File: config.mk
export PLATFORM = sky130hd
export DESIGN_NAME = dsp_boot_sequencer
export DESIGN_NICKNAME = d
export VERILOG_FILES = /design/src/rtl/dsp_boot_pkg.sv /design/src/rtl/dsp_flag_sync.sv /design/src/rtl/dsp_boot_sequencer.sv
export SDC_FILE = /design/constraint.sdc
export NUM_CORES = 1
export LEC_CHECK = 0
export BUFFER_PORTS_ARGS = -buffer_cell sky130_fd_sc_hd__buf_4
export CAP_MARGIN = 10
export CORE_MARGIN = 4
export CORE_UTILIZATION = 50
export CTS_CLUSTER_SIZE = 25
export DETAILED_ROUTE_END_ITERATION = 12
export PLACE_DENSITY = 0.68
export SETUP_SLACK_MARGIN = 0.1
export SLEW_MARGIN = 10
export SYNTH_ARGS = -nofsm -noshare
export SYNTH_HDL_FRONTEND = slang
export SYNTH_SLANG_ARGS = --single-unit
File: constraint.sdc
create_clock -name i_clk -period 3.9 [get_ports i_clk]
set_clock_uncertainty 0.1 [all_clocks]
set_input_delay 0.39 -clock i_clk [delete_from_list [all_inputs] [get_ports i_clk]]
set_output_delay 0.39 -clock i_clk [all_outputs]
set_load 0.1 [all_outputs]
File: src/rtl/dsp_boot_pkg.sv
// dsp_boot_pkg: state encoding, boot-mode constants and default timing shared by the DSP boot sequencer.
package dsp_boot_pkg;

  typedef enum logic [2:0] {
    ST_IDLE  = 3'd0,
    ST_HOLD  = 3'd1,
    ST_SETUP = 3'd2,
    ST_BOOT0 = 3'd3,
    ST_BOOT1 = 3'd4,
    ST_DONE  = 3'd5,
    ST_FAIL  = 3'd6
  } state_e;

  localparam logic [1:0] BMODE_RSVD       = 2'b00;
  localparam logic [1:0] BMODE_FLASH      = 2'b01;
  localparam logic [1:0] BMODE_SPI_SLAVE  = 2'b10;
  localparam logic [1:0] BMODE_SPI_MASTER = 2'b11;

  localparam int DEF_RST_HOLD_CYC     = 4096;
  localparam int DEF_BMODE_SETUP_CYC  = 64;
  localparam int DEF_BOOT_TIMEOUT_CYC = 16777216;
  localparam int DEF_MAX_RETRY        = 3;
  localparam int DEF_DEBOUNCE_CYC     = 4;

  function automatic int cnt_width(input int a, input int b, input int c, input int d);
    int m;
    m = (a > b) ? a : b;
    m = (m > c) ? m : c;
    m = (m > d) ? m : d;
    return $clog2(m) + 1;
  endfunction

endpackage

File: src/rtl/dsp_flag_sync.sv
// dsp_flag_sync: 2-FF synchronizer plus consecutive-high debounce for an asynchronous DSP boot-done flag.
module dsp_flag_sync #(
  parameter int DEBOUNCE_CYC = 4
) (
  input  logic i_clk,
  input  logic i_rst_n,
  input  logic i_clr,
  input  logic i_flag,
  output logic o_qual
);
  localparam int DW = $clog2(DEBOUNCE_CYC) + 1;
  localparam logic [DW-1:0] DEB = DW'(DEBOUNCE_CYC);

  logic [1:0]    r_sync;
  logic [DW-1:0] r_cnt;

  always_ff @(posedge i_clk or negedge i_rst_n) begin
    if (!i_rst_n) begin
      r_sync <= '0;
      r_cnt  <= '0;
    end else begin
      r_sync <= {r_sync[0], i_flag};
      r_cnt  <= (i_clr || !r_sync[1]) ? '0 : (r_cnt == DEB) ? r_cnt : r_cnt + 1'b1;
    end
  end

  assign o_qual = (r_cnt == DEB);

endmodule

File: src/rtl/dsp_boot_sequencer.sv
// dsp_boot_sequencer: holds two DSPs in reset with a stable boot mode, then releases them one at a time
// so they never contend for the shared SPI flash; retries on boot timeout and parks in FAIL when exhausted.
module dsp_boot_sequencer
  import dsp_boot_pkg::*;
#(
  parameter int RST_HOLD_CYC     = DEF_RST_HOLD_CYC,
  parameter int BMODE_SETUP_CYC  = DEF_BMODE_SETUP_CYC,
  parameter int BOOT_TIMEOUT_CYC = DEF_BOOT_TIMEOUT_CYC,
  parameter int MAX_RETRY        = DEF_MAX_RETRY,
  parameter int DEBOUNCE_CYC     = DEF_DEBOUNCE_CYC
) (
  input  logic       i_clk,
  input  logic       i_rst_n,
  input  logic       i_start,
  input  logic [1:0] i_bmode_sel,
  input  logic       i_dsp0_boot_done,
  input  logic       i_dsp1_boot_done,
  output logic       o_dsp0_reset_n,
  output logic       o_dsp1_reset_n,
  output logic [1:0] o_dsp0_bmode,
  output logic [1:0] o_dsp1_bmode,
  output logic       o_busy,
  output logic       o_done,
  output logic       o_fail,
  output logic [2:0] o_state,
  output logic [1:0] o_retry_cnt
);
  localparam int CW = cnt_width(RST_HOLD_CYC, BMODE_SETUP_CYC, BOOT_TIMEOUT_CYC, DEBOUNCE_CYC);
  localparam logic [CW-1:0] HOLD_LAST  = CW'(RST_HOLD_CYC - 1);
  localparam logic [CW-1:0] SETUP_LAST = CW'(BMODE_SETUP_CYC - 1);
  localparam logic [CW-1:0] TO_LAST    = CW'(BOOT_TIMEOUT_CYC - 1);
  localparam logic [CW-1:0] CNT_MAX    = '1;
  localparam logic [1:0]    RETRY_LIM  = 2'(MAX_RETRY);

  state_e        r_state, w_next;
  logic [CW-1:0] r_cnt, w_last;
  logic [1:0]    r_retry, r_bmode;
  logic          w_q0, w_q1, w_start, w_retry, w_clr, w_rel0, w_rel1, w_busy;

  dsp_flag_sync #(.DEBOUNCE_CYC(DEBOUNCE_CYC)) u_sync0 (
    .i_clk   (i_clk),
    .i_rst_n (i_rst_n),
    .i_clr   (w_clr),
    .i_flag  (i_dsp0_boot_done),
    .o_qual  (w_q0)
  );

  dsp_flag_sync #(.DEBOUNCE_CYC(DEBOUNCE_CYC)) u_sync1 (
    .i_clk   (i_clk),
    .i_rst_n (i_rst_n),
    .i_clr   (w_clr),
    .i_flag  (i_dsp1_boot_done),
    .o_qual  (w_q1)
  );

  // One phase counter serves every timed state; it restarts on each state change.
  always_ff @(posedge i_clk or negedge i_rst_n) begin
    if (!i_rst_n) begin
      r_state <= ST_IDLE;
      r_cnt   <= '0;
      r_retry <= '0;
      r_bmode <= BMODE_SPI_MASTER;
    end else begin
      r_state <= w_next;
      r_cnt   <= (w_next != r_state) ? '0 : (r_cnt == CNT_MAX) ? r_cnt : r_cnt + 1'b1;
      r_retry <= w_start ? '0 : (w_retry && r_retry != 2'b11) ? r_retry + 1'b1 : r_retry;
      r_bmode <= w_start ? i_bmode_sel : r_bmode;
    end
  end

  // Qualification is tested before the timeout, so a flag landing on the last cycle still advances.
  always_comb begin
    w_last  = (r_state == ST_HOLD) ? HOLD_LAST : (r_state == ST_SETUP) ? SETUP_LAST : TO_LAST;
    w_start = i_start && (r_state inside {ST_IDLE, ST_DONE, ST_FAIL});
    w_next  = r_state;
    case (r_state)
      ST_IDLE, ST_DONE, ST_FAIL:
        w_next = !w_start ? r_state : (i_bmode_sel == BMODE_RSVD) ? ST_FAIL : ST_HOLD;
      ST_HOLD:  w_next = (r_cnt == w_last) ? ST_SETUP : ST_HOLD;
      ST_SETUP: w_next = (r_cnt == w_last) ? ST_BOOT0 : ST_SETUP;
      ST_BOOT0: w_next = w_q0 ? ST_BOOT1 : (r_cnt != w_last) ? ST_BOOT0 :
                         (r_retry < RETRY_LIM) ? ST_HOLD : ST_FAIL;
      ST_BOOT1: w_next = w_q1 ? ST_DONE : (r_cnt != w_last) ? ST_BOOT1 :
                         (r_retry < RETRY_LIM) ? ST_HOLD : ST_FAIL;
      default:  w_next = ST_IDLE;
    endcase
    w_retry = (w_next == ST_HOLD) && (r_state inside {ST_BOOT0, ST_BOOT1});
    w_clr   = (w_next != r_state) && (w_next inside {ST_HOLD, ST_BOOT0, ST_BOOT1});
  end

  always_comb begin
    w_rel0 = r_state inside {ST_BOOT0, ST_BOOT1, ST_DONE};
    w_rel1 = r_state inside {ST_BOOT1, ST_DONE};
    w_busy = r_state inside {ST_HOLD, ST_SETUP, ST_BOOT0, ST_BOOT1};
  end

  always_ff @(posedge i_clk or negedge i_rst_n) begin
    if (!i_rst_n) begin
      o_dsp0_reset_n <= 1'b0;
      o_dsp1_reset_n <= 1'b0;
      o_dsp0_bmode   <= BMODE_SPI_MASTER;
      o_dsp1_bmode   <= BMODE_SPI_MASTER;
      o_busy         <= 1'b0;
      o_done         <= 1'b0;
      o_fail         <= 1'b0;
      o_state        <= ST_IDLE;
      o_retry_cnt    <= '0;
    end else begin
      o_dsp0_reset_n <= w_rel0;
      o_dsp1_reset_n <= w_rel1;
      o_dsp0_bmode   <= r_bmode;
      o_dsp1_bmode   <= r_bmode;
      o_busy         <= w_busy;
      o_done         <= (r_state == ST_DONE);
      o_fail         <= (r_state == ST_FAIL);
      o_state        <= r_state;
      o_retry_cnt    <= r_retry;
    end
  end

endmodule

**Word level (Yosys, flattened, before mapping)**

Index checks and enable logic that the tools add are counted.
W data, S select, Z words.

- Reductions and logical operators: 18
- $lt $le $gt $ge: 1
- Muxes and demuxes: 20
- Add/subtract/negate cells: 4
- Equal/unequal tests: 19

Operator list:

| cell | count |
|---|---|
| $mux W25 | 2 |
| $mux W24 | 2 |
| $mux W3 | 11 |
| $add A25 B1 Y25 const B | 1 |
| $eq A25 B24 Y1 | 1 |
| $eq A25 B25 Y1 const B | 1 |
| $ne A25 B24 Y1 | 1 |
| $eq A3 B3 Y1 const B | 6 |
| $pmux W3 S5 | 1 |
| $eq A3 B2 Y1 const B | 3 |
| $reduce_bool A3 Y1 | 3 |
| $add A3 B1 Y3 const B | 2 |
| $eq A3 B1 Y1 const B | 2 |
| $mux W2 | 3 |
| $ne A2 B1 Y1 const B | 3 |
| $reduce_bool A2 Y1 | 3 |
| $logic_and A1 B1 Y1 | 4 |
| $reduce_bool A4 Y1 | 1 |
| $logic_not A3 Y1 | 1 |
| $ne A3 B3 Y1 | 1 |
| $reduce_or A3 Y1 | 1 |
| $add A2 B1 Y2 const B | 1 |
| $logic_not A1 Y1 | 2 |
| $logic_not A2 Y1 | 1 |
| other kinds (4) | 5 |

- Input port bits: 7
- Bits in registers: 54

**Logic depth before layout (Yosys ltp)**

Gate-level depths: netlist (run 1).

- Depth after elaboration: 12
- Gate-level depth with buffers: 11
- Gate-level depth less buffers: 10

**Cells and area by module**

A second synthesis (run 1) with hierarchy kept.

- Cells, all modules: 304
- Area total of the unflattened synthesis: 3069.2 um^2

Modules (own cells, without submodules):

| module | area an instance (um^2) | cells each | times used | seq. area each (um^2) |
|---|---|---|---|---|
| dsp_boot_sequencer | 2603.7 | 264 | 1 | 1106.1 |
| dsp_flag_sync | 232.7 | 20 | 2 | 125.1 |

**Worst setup path before layout (run 1)**

OpenSTA, ideal clock, no wires.

- Kind: register -> register
- From: reg r_cnt[0]
- To: reg u_sync0.r_cnt[0]
- Path slack: 1529 ps
- Path buffers: 1
- Arrival time: 2193 ps
- Stages on the path, launching flop included: 11
- Period minus slack after synthesis: 2371 ps
- Library setup time: 77 ps
- Cells stage by stage: dfrtp_1 > ha_1 > nand3_1 > nor3_1 > o21a_1 > and3_1 > o221ai_2 > a311oi_2 > o2111ai_4 > buf_6 > a21oi_1

- Cells in the longest elaborated chain, start to end: 9
- Elaborated cells between the ends (all ways): 18
- Those cells by class: eq/ne (7); mux (8); reduce/logical (3)

Ends and longest elaborated chain:

| what | line | text |
|---|---|---|
| from (decl) | dsp_boot_sequencer.sv:36 | `logic [CW-1:0] r_cnt, w_last;` |
| from (signal assigned) | dsp_boot_sequencer.sv:65 | `r_cnt <= (w_next != r_state) ? '0 : (r_cnt == CNT_MAX) ? r_cnt : r_cnt + 1'b1;` |
| $ne A25 B24 Y1 | dsp_boot_sequencer.sv:81, dsp_boot_sequencer.sv:83 |  |
| $mux W3 (on tied branches) (2 in series) | dsp_boot_sequencer.sv:83, dsp_boot_sequencer.sv:81 |  |
| $pmux W3 S5 * | dsp_boot_sequencer.sv:76 | `case (r_state)` |
| via w_next[0] | dsp_boot_sequencer.sv:35 | `state_e r_state, w_next;` |
| $eq A3 B1 Y1 (tied with other cells) | dsp_boot_sequencer.sv:88 | `w_clr = (w_next != r_state) && (w_next inside {ST_HOLD, ST_BOOT0, ST_BOOT1});` |
| $reduce_bool A3 Y1 | dsp_boot_sequencer.sv:88 |  |
| $logic_and A1 B1 Y1 * | dsp_boot_sequencer.sv:88 |  |
| $logic_or A1 B1 Y1 * | dsp_flag_sync.sv:23 | `r_cnt <= (i_clr \|\| !r_sync[1]) ? '0 : (r_cnt == DEB) ? r_cnt : r_cnt + 1'b1;` |
| $ne A2 B1 Y1 (no source line) or $mux W3 (tied branches) | n/a |  |
| to (signal assigned) | dsp_flag_sync.sv:23 |  |
| to (decl) | dsp_flag_sync.sv:15 | `logic [DW-1:0] r_cnt;` |

Mark *: on every way through the listed nets, which the timed path passes. The rest lies on a longest branch.
A chain may end at the register's enable or synchronous reset.

**Worst setup path after layout (run 1)**

- From: reg r_state[0]
- To: reg u_sync0.r_cnt[0]

- Cells in the longest elaborated chain, start to end: 12
- Elaborated cells between the ends (all ways): 31
- Those cells by class: eq/ne (13); mux (11); reduce/logical (7)

Ends and longest elaborated chain:

| what | line | text |
|---|---|---|
| from (decl) | dsp_boot_sequencer.sv:35 |  |
| from (signal assigned) | dsp_boot_sequencer.sv:64 | `r_state <= w_next;` |
| $eq A3 B2 Y1 | dsp_boot_sequencer.sv:73, dsp_boot_sequencer.sv:76 |  |
| $mux W24 (2 in series) | dsp_boot_sequencer.sv:73 | `w_last = (r_state == ST_HOLD) ? HOLD_LAST : (r_state == ST_SETUP) ? SETUP_LAST : TO_LAST;` |
| $ne A25 B24 Y1 | dsp_boot_sequencer.sv:81, dsp_boot_sequencer.sv:83 |  |
| $mux W3 (on tied branches) (2 in series) | dsp_boot_sequencer.sv:83, dsp_boot_sequencer.sv:81 |  |
| $pmux W3 S5 * | dsp_boot_sequencer.sv:76 |  |
| via w_next[0] | dsp_boot_sequencer.sv:35 |  |
| $eq A3 B1 Y1 (tied with other cells) | dsp_boot_sequencer.sv:88 |  |
| $reduce_bool A3 Y1 | dsp_boot_sequencer.sv:88 |  |
| $logic_and A1 B1 Y1 * | dsp_boot_sequencer.sv:88 |  |
| $logic_or A1 B1 Y1 * | dsp_flag_sync.sv:23 |  |
| $ne A2 B1 Y1 (no source line) or $mux W3 (tied branches) | n/a |  |

Marks and branches as above.

==> metrics.md, run 1 <==
| Metric | Value |
|---|---|
| Crit path launch type | flop |
| Max-cap violations | 0 |
| Final hold violations | 0 |
| CP required | 3.94 ns |
| TritonRoute pass-1 iters | 4 |
| Min Hold Slack | 0.006377 ns |
| CORE AREA | 0.005238 sq mm |
| Least-Margin Pin Slew | 0.8600 ns |
| Post-Route WL | 5.103 mm |
| Final GP Congestion | 0.9332 |
| Mapped Cells | roughly 270 |
| First-pass GRT wire length | 8.859 mm |
| Post-Syn Area | 0.002778 sq mm |
| Fin nets | 304 |
| Pint | 1.228 mW |
| Clock power share | 15.0% |
| Drt drc | 0 |
| Async S/R FF share, synth | 100.0% |
| Min Tclk post-route | 3.180 ns |
| Slowest cell on crit path | o2111ai_4 |
| Fin util | 58.48% |
| Initial Utilization | between 50% and 60% |
| Predominant post-synthesis flop cell | dfrtp_1 |
| TritonCTS clock tree | built |
| Largest stage delay, worst path | ~0.7 ns |
| Cts bufs inserted | 5 |
| Maximum fanout count along the critical path | 31 |
| Routed vias/inst | ~5.5 |
| Post-CTS Hold Fix Bufs | 0 |
| DRT antenna net count | 0 |
| Routed len/inst | 14.10 um |
| Sequential share of power | 32.9% |
| Gr ovfl total | 0 |
| Max-slew violation count | 0 |
| Initial antenna violation count | 0 |
| Vias in the first global route | 1870 |
| Comb power frac | 52.1% |
| Setup TNS | 0 ns |
| Std cell rows | 26 |
| Die Y | roughly 83 um |
| Lkg Pwr | roughly 1.3 nW |
| NetSw | around 1.2 mW |
| Status | finished clean |
| Crit path arrival time | 3.22 ns |
| Post-synth EDFFs | 0 |
| Total GRT Usage | 16.92% |
| Max VDD drop | 594.3 uV |
| H-tree levels | 2 |
| Yosys cell types | 46 |
| Post-DP HPWL | 3.589 mm |
| Setup crit end kind | flop |
| IO Pins | 21 |
| CTS Buffer Depth | 2 |
| N_diodes | 0 |
| Syn Area/Cell | between 10 and 15 sq um |
| Hold Crit Class | in -> async |
| Critical-path cell list | xor2_1 > nand2b_1 > mux2_4 > a31oi_1 > o221ai_2 > and3_1 > o2111ai_4 > a21oi_1 |
| Die width | 82.54 um |
| Largest net degree at the start of global routing | 55 |
| Worst-Skew Late Latency | 0.30 ns |
| Flops & latches, synth | 54 |
| Clock Root Buffer | clkbuf_8 |
| Vias | roughly 2000 |
| Yosys warnings | 0 |
| Syn-to-layout area delta | 10.27% |
| Die area | 0.006812 sq mm |
| Initial DRC count | 186 |
| Rel. slew slack | ~43% |
| Switching Fraction | 49.12% |
| Port bufs | 20 |
| CTS Sinks | 54 |
| # fillers | between 400 and 500 |
| Layout cells sized above 1 | between 10% and 20% |
| Mapped Nets | 285 |
| Final Setup Violations | 0 |
| Post-CTS Resized | 0 |
| Fmax | 314.4 MHz |
| CP Class | reg -> reg |
| P per Cell Area | 788.1 mW/mm^2 |
| CTS clk-pin slew, worst paths | 0.09 ns |
| Post-CTS Setup Repair Bufs | 0 |
| Period utilisation layout | roughly 82% |
| Post-synthesis sequential area ratio | just under 50% |
| RSZ-0062 raised after global routing | no |
## critical path, delay by kind of cell (launching register included)
kind	cells	cell delay, ns
XOR/XNOR	1	0.34
AND/OR/NAND/NOR	2	0.35
flip-flops	1	0.64
multiplexers	1	0.34
AO/OA/AOI/OAI	4	1.24
## cells in the final DEF, fill, tap and decap left out, types with 5 or more instances in the layout
cell / count
a21oi_1: 12
clkbuf_8: 5
ha_1: 6
nand2_1: 22
xor2_1: 14
o21ai_0: 6
nand3_1: 14
and3_1: 7
inv_1: 8
dfrtp_1: 50
nand4_1: 8
buf_4: 21
nor4_1: 5
xnor2_1: 14
nor3_1: 6
nor2_1: 38
## synthesized netlist by cell type (all sizes together), types with 7 or more instances
| master | instances | share of area (%) |
|---|---|---|
| nand4 | 9 | 2.3 |
| nand3 | 14 | 2.5 |
| nor2 | 38 | 5.1 |
| nand2 | 22 | 3.0 |
| xnor2 | 14 | 4.4 |
| inv | 8 | 1.1 |
| a21oi | 13 | 2.5 |
| dfrtp | 50 | 45 |
| and3 | 7 | 1.6 |
| xor2 | 14 | 4.4 |
| buf | 7 | 2.1 |
## flip-flops by register name, summed over array words and instances, names as in the netlist
signal,flops
u_sync0.r_sync,2
u_sync0.r_cnt,3
r_cnt,25
o_dsp1_bmode,2
o_state,3
r_bmode,2
o_busy,1
r_retry,2
o_fail,1
o_dsp1_reset_n,1
r_state,3
u_sync1.r_cnt,3
o_dsp0_reset_n,1
o_retry_cnt,2
o_done,1
u_sync1.r_sync,2
## layer usage
metal	track usage, %	share of wire, %
met4	5.065	1.2
met5	0	0
met3	3.579	4.5
met2	25.72	45
met1	24.29	49
## through the flow
stage          power [mW]  cell area, sq um  cells  setup WS, ns
2_1_floorplan       1.892              2778    272         1.529
3_3_place_gp        2.048              2957    354        0.8652
3_5_place_dp        2.071              2957    354        0.7382
4_1_cts             2.442              3063    362        0.7047
5_1_grt             2.565              3063    362        0.4790
6_report            2.414              3063    362        0.7195
## power groups by stage
stage / registers [mW] / clock network [mW] / logic [mW]
floorplan: 1.16 / 0 / 0.733
global placement: 0.799 / 0 / 1.25
detailed placement: 0.805 / 0 / 1.27
CTS: 0.794 / 0.379 / 1.27
global route: 0.815 / 0.398 / 1.35
finish: 0.793 / 0.363 / 1.26
## path summary, 6_finish.rpt
path	start	end	slack (ns)	cells after the start
min in group i_clk	i_dsp0_boot_done	u_sync0.r_sync[0]$_DFF_PN0_	0.09	1
worst max-delay path	r_state[0]$_DFF_PN0_	u_sync0.r_cnt[0]$_DFFE_PN0P_	0.72	8
worst min register to register	u_sync0.r_sync[0]$_DFF_PN0_	u_sync0.r_sync[1]$_DFF_PN0_	0.25	0
worst min-delay path	i_rst_n	o_state[2]$_DFF_PN0_	0.006	1
max in group asynchronous	i_rst_n	o_busy$_DFF_PN0_	3.26	1
worst max register to register	r_state[0]$_DFF_PN0_	u_sync0.r_cnt[0]$_DFFE_PN0P_	0.72	8
## kinds of logic after synthesis
kind of cell    count (synthesis)  share of synthesized area, %
mux                             7                         2.883
buf+inv                        17                         3.468
xor+xnor                       28                         8.829
simple gates                  122                         22.34
fa+ha+maj                       6                         2.703
flops                          54                         48.83
compound gates                 38                         10.95
## layout make-up
class,instances,area [sq um],share of cell area [%]
clock inverter,1,30.03,0.9804
clock buffer,7,76.32,2.492
multi-input combinational,201,1325,43.26
timing repair buffer,21,157.7,5.147
sequential,54,1356,44.28
inverter,8,30.03,0.9804
tap,70,87.58,2.859
(Power assumes the default switching activity.)
==> inputs of run 2 (changes only) <==
Clock period 3.9 ns to 3.15 ns, I/O delays scaled along.
==> run 2 against run 1 <==
Against the previous run:
- global-route usage rose by 0.71 points
- sequential power rose by 20%
- largest cell class unchanged
- utilization rose by 0.84 points
- critical endpoint is now r_retry[1]$_DFFE_PN0P_
- register-to-register slack got worse by 0.36 ns
- highest routed layer unchanged
- clock power rose by 9.4%
- die area did not move
- via count rose by 1.3%
- fmax rose by 14%
- count of clock-buffer cells in the layout fell by 1
- first-iteration DRC count fell by 20%
- sequential share of layout area fell by 0.62 points
==> metrics.md, run 2 (same netlist as run 1, synthesis figures left out) <==
| Metric | Value |
|---|---|
| Status | finished clean |
| Cts bufs inserted | 5 |
| TritonRoute pass-1 iters | 4 |
| Most frequent cells in the layout | dfrtp_1, nor2_1, buf_4, nand2_1 |
| Slowest cell on crit path | dfrtp_1 |
| Routed len/inst | 13.92 um |
| Final Setup Violations | 0 |
| Die width | 82.54 um |
| Drt drc | 0 |
| P per Cell Area | 974.1 mW/mm^2 |
| Lkg Pwr | about 1.3 nW |
| CTS Sinks | 54 |
| Initial DRC count | about 150 |
| Hold Crit Class | in -> reg |
| Die area | 0.006812 sq mm |
| Initial antenna violation count | 0 |
| Clock Root Buffer | clkbuf_8 |
| Largest reg by FF count | r_cnt |
| Multi-input gate area | 0.001325 sq mm |
| Max reg flops | 25 |
| Min Tclk post-route | 2.786 ns |
| CTS Buffer Depth | 2 |
| Setup crit end kind | flop |
| Die Y | 82.54 um |
| Syn-to-layout area delta | 11.85% |
| Post-Route WL | between 5 and 6 mm |
| Vias in the first global route | 1973 |
| Least-Margin Pin Slew | 0.6473 ns |
| Final GP Congestion | 0.9120 |
| Critical-path cell list | xor2_1 > nand2b_1 > mux2_4 > a41oi_1 > o22ai_2 > a2111oi_4 > mux2i_1 > nor2_1 |
| Max-cap violations | 0 |
| CTS clk-pin slew, worst paths | around 0.090 ns |
| Vias | 2012 |
| Final hold violations | 0 |
| Period utilisation layout | 88.45% |
| CORE AREA | between 0.005 and 0.006 sq mm |
| CP Class | reg -> reg |
| Post-DP HPWL | 3.611 mm |
| Setup ws final | 0.3638 ns |
| Routed vias/inst | 5.482 |
| # fillers | between 400 and 500 |
| Worst-Skew Late Latency | 0.30 ns |
| Max-slew violation count | 0 |
| Port bufs | 20 |
| Sequential Area | 0.001356 sq mm |
| Crit path launch type | flop |
| IO Pins | 21 |
| Largest stage delay, worst path | 0.59 ns |
| Total GRT Usage | 17.63% |
| First-pass GRT wire length | ~9.3 mm |
| Pre-CTS WS | 0.4212 ns |
| TritonCTS clock tree | built |
| Fin nets | 309 |
| H-tree levels | 2 |
| Std cell rows | 26 |
| Setup TNS | 0 ns |
| CP required | approximately 3.2 ns |
| Crit path arrival time | 2.88 ns |
| Gr ovfl total | 0 |
| Initial Utilization | around 53% |
| N_diodes | 0 |
| Largest net degree at the start of global routing | 55 |
| Maximum fanout count along the critical path | 13 |
| Rel. slew slack | 56.85% |
| Layout cells sized above 1 | 16.84% |
| RSZ-0062 raised after global routing | no |
| Fmax | 358.9 MHz |
| Max VDD drop | 896.0 uV |
| DRT antenna net count | 0 |
| Most common cell after layout, fill and taps aside | dfrtp_1 |
-- run 2: changes by cell type in the layout (fill, tap and decap cells not counted) --
cell | previous run | this run
bufinv_16 | 1 | 0
buf_4 | 21 | 23
clkinv_2 | 0 | 1
dlygate4sd3_1 | 0 | 2
clkbuf_1 | 2 | 0
clkbuf_8 | 5 | 6
clkinvlp_4 | 0 | 1
buf_12 | 0 | 1
-- run 2: power by group --
part / internal [mW] / switching (mW) / total (mW) / leakage [nW]
clock network: 0.177 / 0.219 / 0.397 / 0.0472
registers: 0.860 / 0.0932 / 0.953 / 0.708
logic: 0.486 / 1.19 / 1.68 / 0.569
-- run 2: path summary, 6_finish.rpt --
| kind | from | endpoint | slack, ns | cells after the start |
|---|---|---|---|---|
| worst max-delay path | r_state[1]$_DFF_PN0_ | r_retry[1]$_DFFE_PN0P_ | 0.36 | 8 |
| worst min-delay path | i_dsp1_boot_done | u_sync1.r_sync[0]$_DFF_PN0_ | 0.01 | 1 |
| worst max register to register | r_state[1]$_DFF_PN0_ | r_retry[1]$_DFFE_PN0P_ | 0.36 | 8 |
| worst min register to register | u_sync1.r_sync[0]$_DFF_PN0_ | u_sync1.r_sync[1]$_DFF_PN0_ | 0.26 | 0 |
| max in group asynchronous | i_rst_n | r_state[2]$_DFF_PN0_ | 2.05 | 2 |
| min in group asynchronous | i_rst_n | u_sync0.r_cnt[1]$_DFFE_PN0P_ | 0.48 | 2 |
-- run 2: cell type report --
| type | count | share of cell area [%] |
|---|---|---|
| clock buffers | 6 | 2.658 |
| inverters | 8 | 0.9666 |
| multi-input cells | 201 | 42.65 |
| clock inverters | 2 | 0.4027 |
| flip-flops and latches | 54 | 43.66 |
| repair buffers | 26 | 6.847 |
| well taps | 70 | 2.819 |
-- run 2: routing by layer --
layer | wire (um) | GRT usage, %
met4 | 55 | 4.412
met5 | 0 | 0
met3 | 217 | 3.796
met1 | 2532 | 25.26
met2 | 2304 | 27.24
-- run 2: timing repair --
| item | CTS | global route |
|---|---|---|
| setup buffers | 0 | 0 |
| hold endpoints to repair | 50 | 1 |
| gates resized for setup | 0 | 0 |
| hold buffers | 1 | 1 |
-- run 2: critical path, delay by kind of cell, from the launching register on --
kind | cells | cell delay [ns]
XOR/XNOR | 1 | 0.32
AO/OA/AOI/OAI | 3 | 0.93
flip-flops | 1 | 0.59
AND/OR/NAND/NOR | 2 | 0.16
multiplexers | 2 | 0.57
-- run 2: per-stage QoR --
step           std cells  hold WS (ns)  util, %  power [mW]  cell area [sq um]
6_report             367       0.01401    59.32       3.026               3107
5_1_grt              367     0.0004920    59.32       3.218               3107
4_1_cts              366      0.005811    59.13       3.046               3097
3_5_place_dp         357        0.2387    57.12       2.645               2992
3_3_place_gp         357        0.2336    57.12       2.627               2992
2_1_floorplan        272      -0.08059        -       2.342               2778
